### src/rtl/fetch_stage_if.sv
// Signal bundle between the fetch stage, instruction memory and the decode stage.
// The master modport is the fetch side. The slave modport is the memory/decode side.
interface fetch_stage_if;
  logic        stallD;
  logic        redirect;
  logic [15:0] redirectPC;
  logic        imem_req;
  logic [15:0] imem_addr;
  logic [15:0] imem_rdata;
  logic        imem_done;
  logic        imem_err;
  logic [15:0] instructionF;
  logic [15:0] incPCF;
  logic        validF;
  logic        errF;
  logic        haltF;

  modport master (
    input  stallD, redirect, redirectPC, imem_rdata, imem_done, imem_err,
    output imem_req, imem_addr, instructionF, incPCF, validF, errF, haltF
  );

  modport slave (
    output stallD, redirect, redirectPC, imem_rdata, imem_done, imem_err,
    input  imem_req, imem_addr, instructionF, incPCF, validF, errF, haltF
  );
endinterface

### src/rtl/fetch_stage.sv
// WISC instruction-fetch stage: owns the PC, keeps one memory request outstanding at a time,
// and holds the fetched word in a one-entry buffer until decode accepts it.
module fetch_stage #(
  parameter logic [15:0] RESET_PC    = 16'h0000,
  parameter logic [4:0]  HALT_OPCODE = 5'b00000
) (
  input  logic          clk,
  input  logic          rst,
  fetch_stage_if.master bus
);

  typedef enum logic [1:0] {FETCH, WAIT, FULL, HALT} state_t;

  state_t      state, state_nxt;
  logic [15:0] pc;
  logic [15:0] instr_q;
  logic [15:0] incpc_q;
  logic        valid;
  logic        drop;
  logic        err_q;
  logic        is_halt;

  assign is_halt = (bus.imem_rdata[15:11] == HALT_OPCODE);

  always_ff @(posedge clk or negedge rst) begin
    if (!rst) state <= FETCH;
    else      state <= state_nxt;
  end

  // A redirect always wins: a response that arrives with it, or after it, is discarded.
  always_comb begin
    state_nxt = state;
    unique case (state)
      FETCH: if (!bus.redirect) state_nxt = WAIT;
      WAIT: begin
        if (bus.imem_done) begin
          if (bus.redirect || drop)               state_nxt = FETCH;
          else if (bus.imem_err || is_halt)       state_nxt = HALT;
          else                                    state_nxt = FULL;
        end
      end
      FULL: if (bus.redirect || !bus.stallD)      state_nxt = FETCH;
      HALT: if (valid && bus.redirect)            state_nxt = FETCH;
      default:                                    state_nxt = FETCH;
    endcase
  end

  // NOTE: all state below uses non-blocking assignments so every register samples pre-edge values.
  always_ff @(posedge clk or negedge rst) begin
    if (!rst) begin
      pc      <= RESET_PC;
      instr_q <= 16'h0000;
      incpc_q <= 16'h0000;
      valid   <= 1'b0;
      drop    <= 1'b0;
      err_q   <= 1'b0;
    end else begin
      unique case (state)
        FETCH: if (bus.redirect) pc <= bus.redirectPC;
        WAIT: begin
          if (bus.redirect) begin
            pc   <= bus.redirectPC;
            drop <= !bus.imem_done;
          end else if (bus.imem_done) begin
            if (drop) begin
              drop <= 1'b0;
            end else begin
              instr_q <= bus.imem_rdata;
              incpc_q <= pc + 16'd2;
              pc      <= pc + 16'd2;
              valid   <= 1'b1;
              err_q   <= bus.imem_err;
            end
          end
        end
        FULL: begin
          if (bus.redirect) begin
            valid <= 1'b0;
            pc    <= bus.redirectPC;
          end else if (!bus.stallD) begin
            valid <= 1'b0;
          end
        end
        HALT: begin
          // Once the buffer has drained, redirects no longer matter; only reset leaves HALT.
          if (valid) begin
            if (bus.redirect) begin
              valid <= 1'b0;
              err_q <= 1'b0;
              pc    <= bus.redirectPC;
            end else if (!bus.stallD) begin
              valid <= 1'b0;
            end
          end
        end
        default: ;
      endcase
    end
  end

  // NOTE: every output gets a default first so no path leaves one unassigned and no latch is inferred.
  always_comb begin
    bus.imem_req     = 1'b0;
    bus.imem_addr    = pc;
    bus.haltF        = 1'b0;
    bus.validF       = valid & ~bus.redirect;
    bus.instructionF = instr_q;
    bus.incPCF       = incpc_q;
    bus.errF         = err_q;
    unique case (state)
      FETCH:   bus.imem_req = 1'b1;
      HALT:    bus.haltF    = 1'b1;
      default: ;
    endcase
  end

endmodule

### src/flat_wrapper.sv
// flat-port wrapper written by rule: the top's interface ports become plain ports
module fetch_stage_flat 
#(
  parameter logic [15:0] RESET_PC    = 16'h0000,
  parameter logic [4:0]  HALT_OPCODE = 5'b00000
)
  (clk, rst, bus_stallD, bus_redirect, bus_redirectPC, bus_imem_rdata, bus_imem_done, bus_imem_err, bus_imem_req, bus_imem_addr, bus_instructionF, bus_incPCF, bus_validF, bus_errF, bus_haltF);
  fetch_stage_if bus_i ();
  input  logic clk;
  input  logic rst;
  input wire logic [$bits(bus_i.stallD)-1:0] bus_stallD;
  input wire logic [$bits(bus_i.redirect)-1:0] bus_redirect;
  input wire logic [$bits(bus_i.redirectPC)-1:0] bus_redirectPC;
  input wire logic [$bits(bus_i.imem_rdata)-1:0] bus_imem_rdata;
  input wire logic [$bits(bus_i.imem_done)-1:0] bus_imem_done;
  input wire logic [$bits(bus_i.imem_err)-1:0] bus_imem_err;
  output wire logic [$bits(bus_i.imem_req)-1:0] bus_imem_req;
  output wire logic [$bits(bus_i.imem_addr)-1:0] bus_imem_addr;
  output wire logic [$bits(bus_i.instructionF)-1:0] bus_instructionF;
  output wire logic [$bits(bus_i.incPCF)-1:0] bus_incPCF;
  output wire logic [$bits(bus_i.validF)-1:0] bus_validF;
  output wire logic [$bits(bus_i.errF)-1:0] bus_errF;
  output wire logic [$bits(bus_i.haltF)-1:0] bus_haltF;
  assign bus_i.stallD = bus_stallD;
  assign bus_i.redirect = bus_redirect;
  assign bus_i.redirectPC = bus_redirectPC;
  assign bus_i.imem_rdata = bus_imem_rdata;
  assign bus_i.imem_done = bus_imem_done;
  assign bus_i.imem_err = bus_imem_err;
  assign bus_imem_req = bus_i.imem_req;
  assign bus_imem_addr = bus_i.imem_addr;
  assign bus_instructionF = bus_i.instructionF;
  assign bus_incPCF = bus_i.incPCF;
  assign bus_validF = bus_i.validF;
  assign bus_errF = bus_i.errF;
  assign bus_haltF = bus_i.haltF;
  fetch_stage #(.RESET_PC(RESET_PC), .HALT_OPCODE(HALT_OPCODE)) u_core (.clk(clk), .rst(rst), .bus(bus_i));
endmodule
### config.mk
export PLATFORM = sky130hd
export DESIGN_NAME = fetch_stage_flat
export DESIGN_NICKNAME = d
export VERILOG_FILES = /design/src/rtl/fetch_stage_if.sv /design/src/rtl/fetch_stage.sv /design/src/flat_wrapper.sv
export SDC_FILE = /design/constraint.sdc
export NUM_CORES = 1
export LEC_CHECK = 0
export ABC_CLOCK_PERIOD_IN_PS = 3000
export BUFFER_PORTS_ARGS = -buffer_cell sky130_fd_sc_hd__buf_2
export CAP_MARGIN = 20
export CORE_ASPECT_RATIO = 0.5
export CORE_MARGIN = 4
export CORE_UTILIZATION = 50
export CTS_CLUSTER_DIAMETER = 60
export DETAILED_ROUTE_END_ITERATION = 7
export GPL_TIMING_DRIVEN = 0
export PLACE_DENSITY = 0.79
export SYNTH_ARGS = -nofsm -noshare
export SYNTH_HDL_FRONTEND = slang
export SYNTH_SLANG_ARGS = --single-unit
### constraint.sdc
create_clock -name clk -period 3 [get_ports clk]
set_input_delay 0.3 -clock clk [delete_from_list [all_inputs] [get_ports clk]]
set_output_delay 0.3 -clock clk [all_outputs]
set_load 0.01 [all_outputs]
==> impl_metrics.env <==
export IMPL_antenna_found_initial=0
export IMPL_synthFlopType="dfrtp_1"
export IMPL_grt_pass1_vias=2394
export IMPL_ys_seq_area_share_pct=49.3
export IMPL_whs_ns=0.207
export IMPL_setup_viol=0
export IMPL_async_reset_ff_share_pct=100
export IMPL_n_antenna_cell=0
export IMPL_p_per_area_mw_per_mm2=1040
export IMPL_critPathRequiredTime_ns=3.20
export IMPL_mostFrequentLayoutCells="buf_2 (95), dfrtp_1 (53), nand2_1 (30)"
export IMPL_cp_slowest_cell="nor3b_2"
export IMPL_synth_fp_nets=303
export IMPL_met3_usage_pct=3.84
export IMPL_nets=401
export IMPL_area_growth_pct=24.1
export IMPL_dpl_hpwl_um=5160
export IMPL_wl_per_cell_um=15.7
export IMPL_yosys_area_top_type_share_pct=49.3
export IMPL_clkTransAtPathRegs_ns=0.09
export IMPL_clkLatencyLatePin_ns=0.30
export IMPL_worstSetupPathType="reg2reg"
export IMPL_drt_total_wl_um=6760
export IMPL_final_common_cell="buf_2"
export IMPL_synth_area_leader_cell="dfrtp_1"
export IMPL_power_mw=3.46
export IMPL_via_count=2450
export IMPL_syn_cell_area_mm2=0.00269
export IMPL_period_share_pct=65.7
export IMPL_slew_headroom_pct=60.1
export IMPL_grt_use_met1_pct=27.9
export IMPL_synth_cell_types=50
export IMPL_cts_root_buffer="clkbuf_8"
export IMPL_status="complete, no violations"
export IMPL_drv_slew=0
export IMPL_grt_total_usage_pct=21.1
export IMPL_ant_nets=0
export IMPL_clk_path_buf_depth=2
export IMPL_fp_row_count=18
export IMPL_syn_inst=264
export IMPL_grt_pass1_wl_um=11400
export IMPL_design_die_area_mm2=0.00669
export IMPL_synthTopCellsByArea="dfrtp_1 (49%), mux2_2 (8.0%), nand2_1 (4.2%)"
export IMPL_gp_congestion=0.935
export IMPL_die_height_um=59.9
export IMPL_drv_cap=0
export IMPL_ir_worst_vdd_uv=510
export IMPL_period_needed_ns=1.97
export IMPL_path_max_fanout=10
export IMPL_num_io_pins=90
export IMPL_worst_slew_pin_slew_ns=0.598
export IMPL_critPathLaunchType="flop"
export IMPL_cts_tree="done"
export IMPL_grt_use_met2_pct=36.8
export IMPL_fin_skew_ns=0.00588
export IMPL_avgSynthCellArea_um2=10.2
export IMPL_synth_edf_count=0
export IMPL_overflow=0
export IMPL_worstHoldPathType="in2reg"
export IMPL_crit_arrival_ns=2.17
export IMPL_coreArea_mm2=0.00507
export IMPL_critPathCaptureType="flop"
export IMPL_portBuffers=89
export IMPL_dr_pass1_iters=4
export IMPL_utilization_pct=65.9
export IMPL_first_iter_violations=153
export IMPL_grt_max_degree=43
export IMPL_cts_made_buffers=5
export IMPL_die_w_um=112
export IMPL_htree_levels=2
export IMPL_cts_sinks=53
export IMPL_rsz0062_at_grt="no"
export IMPL_top_usage_layer="met2"
export IMPL_path_cells="nor3b_2, nand2_1, clkbuf_1, mux2_2"
export IMPL_hold_viol=0
export IMPL_vias_per_cell=5.67
export IMPL_crit_family="simple AND/OR/NAND/NOR gates"
export IMPL_synth_seq_cells=53
export IMPL_leakagePower_nw=1.55
export IMPL_ys_warn_count=0
export IMPL_initial_core_util_pct=53.1
export IMPL_crit_path_max_incr_delay_ns=0.47
export IMPL_tns_ns=0
export IMPL_drive_gt1_share_pct=36.2
export IMPL_fmax_ghz=0.507
export IMPL_worst_path_buf_inv=1
export IMPL_drcViolationCount=0
kinds of logic (layout without fill, tap and decap cells):
family	count (synthesis)	count (layout)	synth area share, %
muxes	20	20	8.33
buffers and inverters	22	120	3.35
adders and majority gates	1	1	0.465
AOI/OAI and AO/OA	76	76	17.9
DFF	53	53	49.3
and+or+nand+nor	79	79	16.4
xor gates and xnor gates	13	13	4.23
state kept, by name, indices dropped and copies added (netlist names):
register,flops
u_core.bus.errF,1
u_core.state,2
u_core.valid,1
u_core.bus.incPCF,16
u_core.bus.instructionF,16
u_core.bus.imem_addr,16
u_core.drop,1
routing by layer:
metal | up-vias | share of wire [%]
met1 | 1195 | 43
met2 | 95 | 49
met3 | 12 | 7.1
met5 | - | 0
met4 | 0 | 1.3
li1 | 1148 | -
worst paths after layout:
check	startpoint	end	slack, ns	depth (start not counted)
max in group asynchronous	rst	u_core.bus.instructionF[4]	2.08	3
worst min-delay path	bus_imem_done	u_core.drop	0.21	2
worst max-delay path	u_core.state[1]	u_core.bus.instructionF[12]	1.03	4
min in group asynchronous	rst	u_core.bus.imem_addr[0]	0.42	2
worst max register to register	u_core.state[1]	u_core.bus.instructionF[12]	1.03	4
worst min register to register	u_core.bus.incPCF[11]	u_core.bus.incPCF[11]	0.47	2
Yosys cell counts, types with 2 or more instances:
cell and n:
dfrtp_1 53, nand2_1 30, o21ai_0 22, mux2_2 19, nor2_1 14, a31oi_1 12
a21oi_1 10, clkbuf_1 10, xnor2_1 10, buf_2 6, inv_1 6, nand3_1 6
nor2b_1 5, nor3_1 5, o211ai_1 5, o31ai_1 5, a22oi_1 3, and3_1 3
xor2_1 3, a2bb2oi_1 2, nand2b_1 2, nand4_1 2, o21ai_1 2, o22ai_1 2
o2bb2ai_1 2
power breakdown:
group	total [mW]	leakage (nW)	switching [mW]	internal, mW
Sequential	1.35	0.637	0.291	1.06
Combinational	1.70	0.874	0.965	0.738
Clock	0.409	0.0443	0.225	0.184
Total	3.46	1.55	1.48	1.98
timing repair:
item,CTS,global route
endpoints found under the hold margin,11,0
setup buffers,0,0
hold buffers,1,0
gates resized for setup,0,0
area by class of cell:
cell class / instances / area (um2)
repair buffers: 91 / 475
multi-input cells: 189 / 1270
inverters: 6 / 22.5
flip-flops and latches: 53 / 1330
clock buffers: 7 / 86.3
fillers: 439 / 1730
well taps: 70 / 87.6
plain buffers: 16 / 67.6
stage by stage:
stage	instance area, um2	cells	setup slack, ns
CTS	3340	432	1.08
global route	3340	432	0.906
detailed placement	3240	424	1.09
floorplan	2690	264	1.28
finish	3340	432	1.03
global placement	3220	423	1.13
Power figures use the tool's default switching activity.
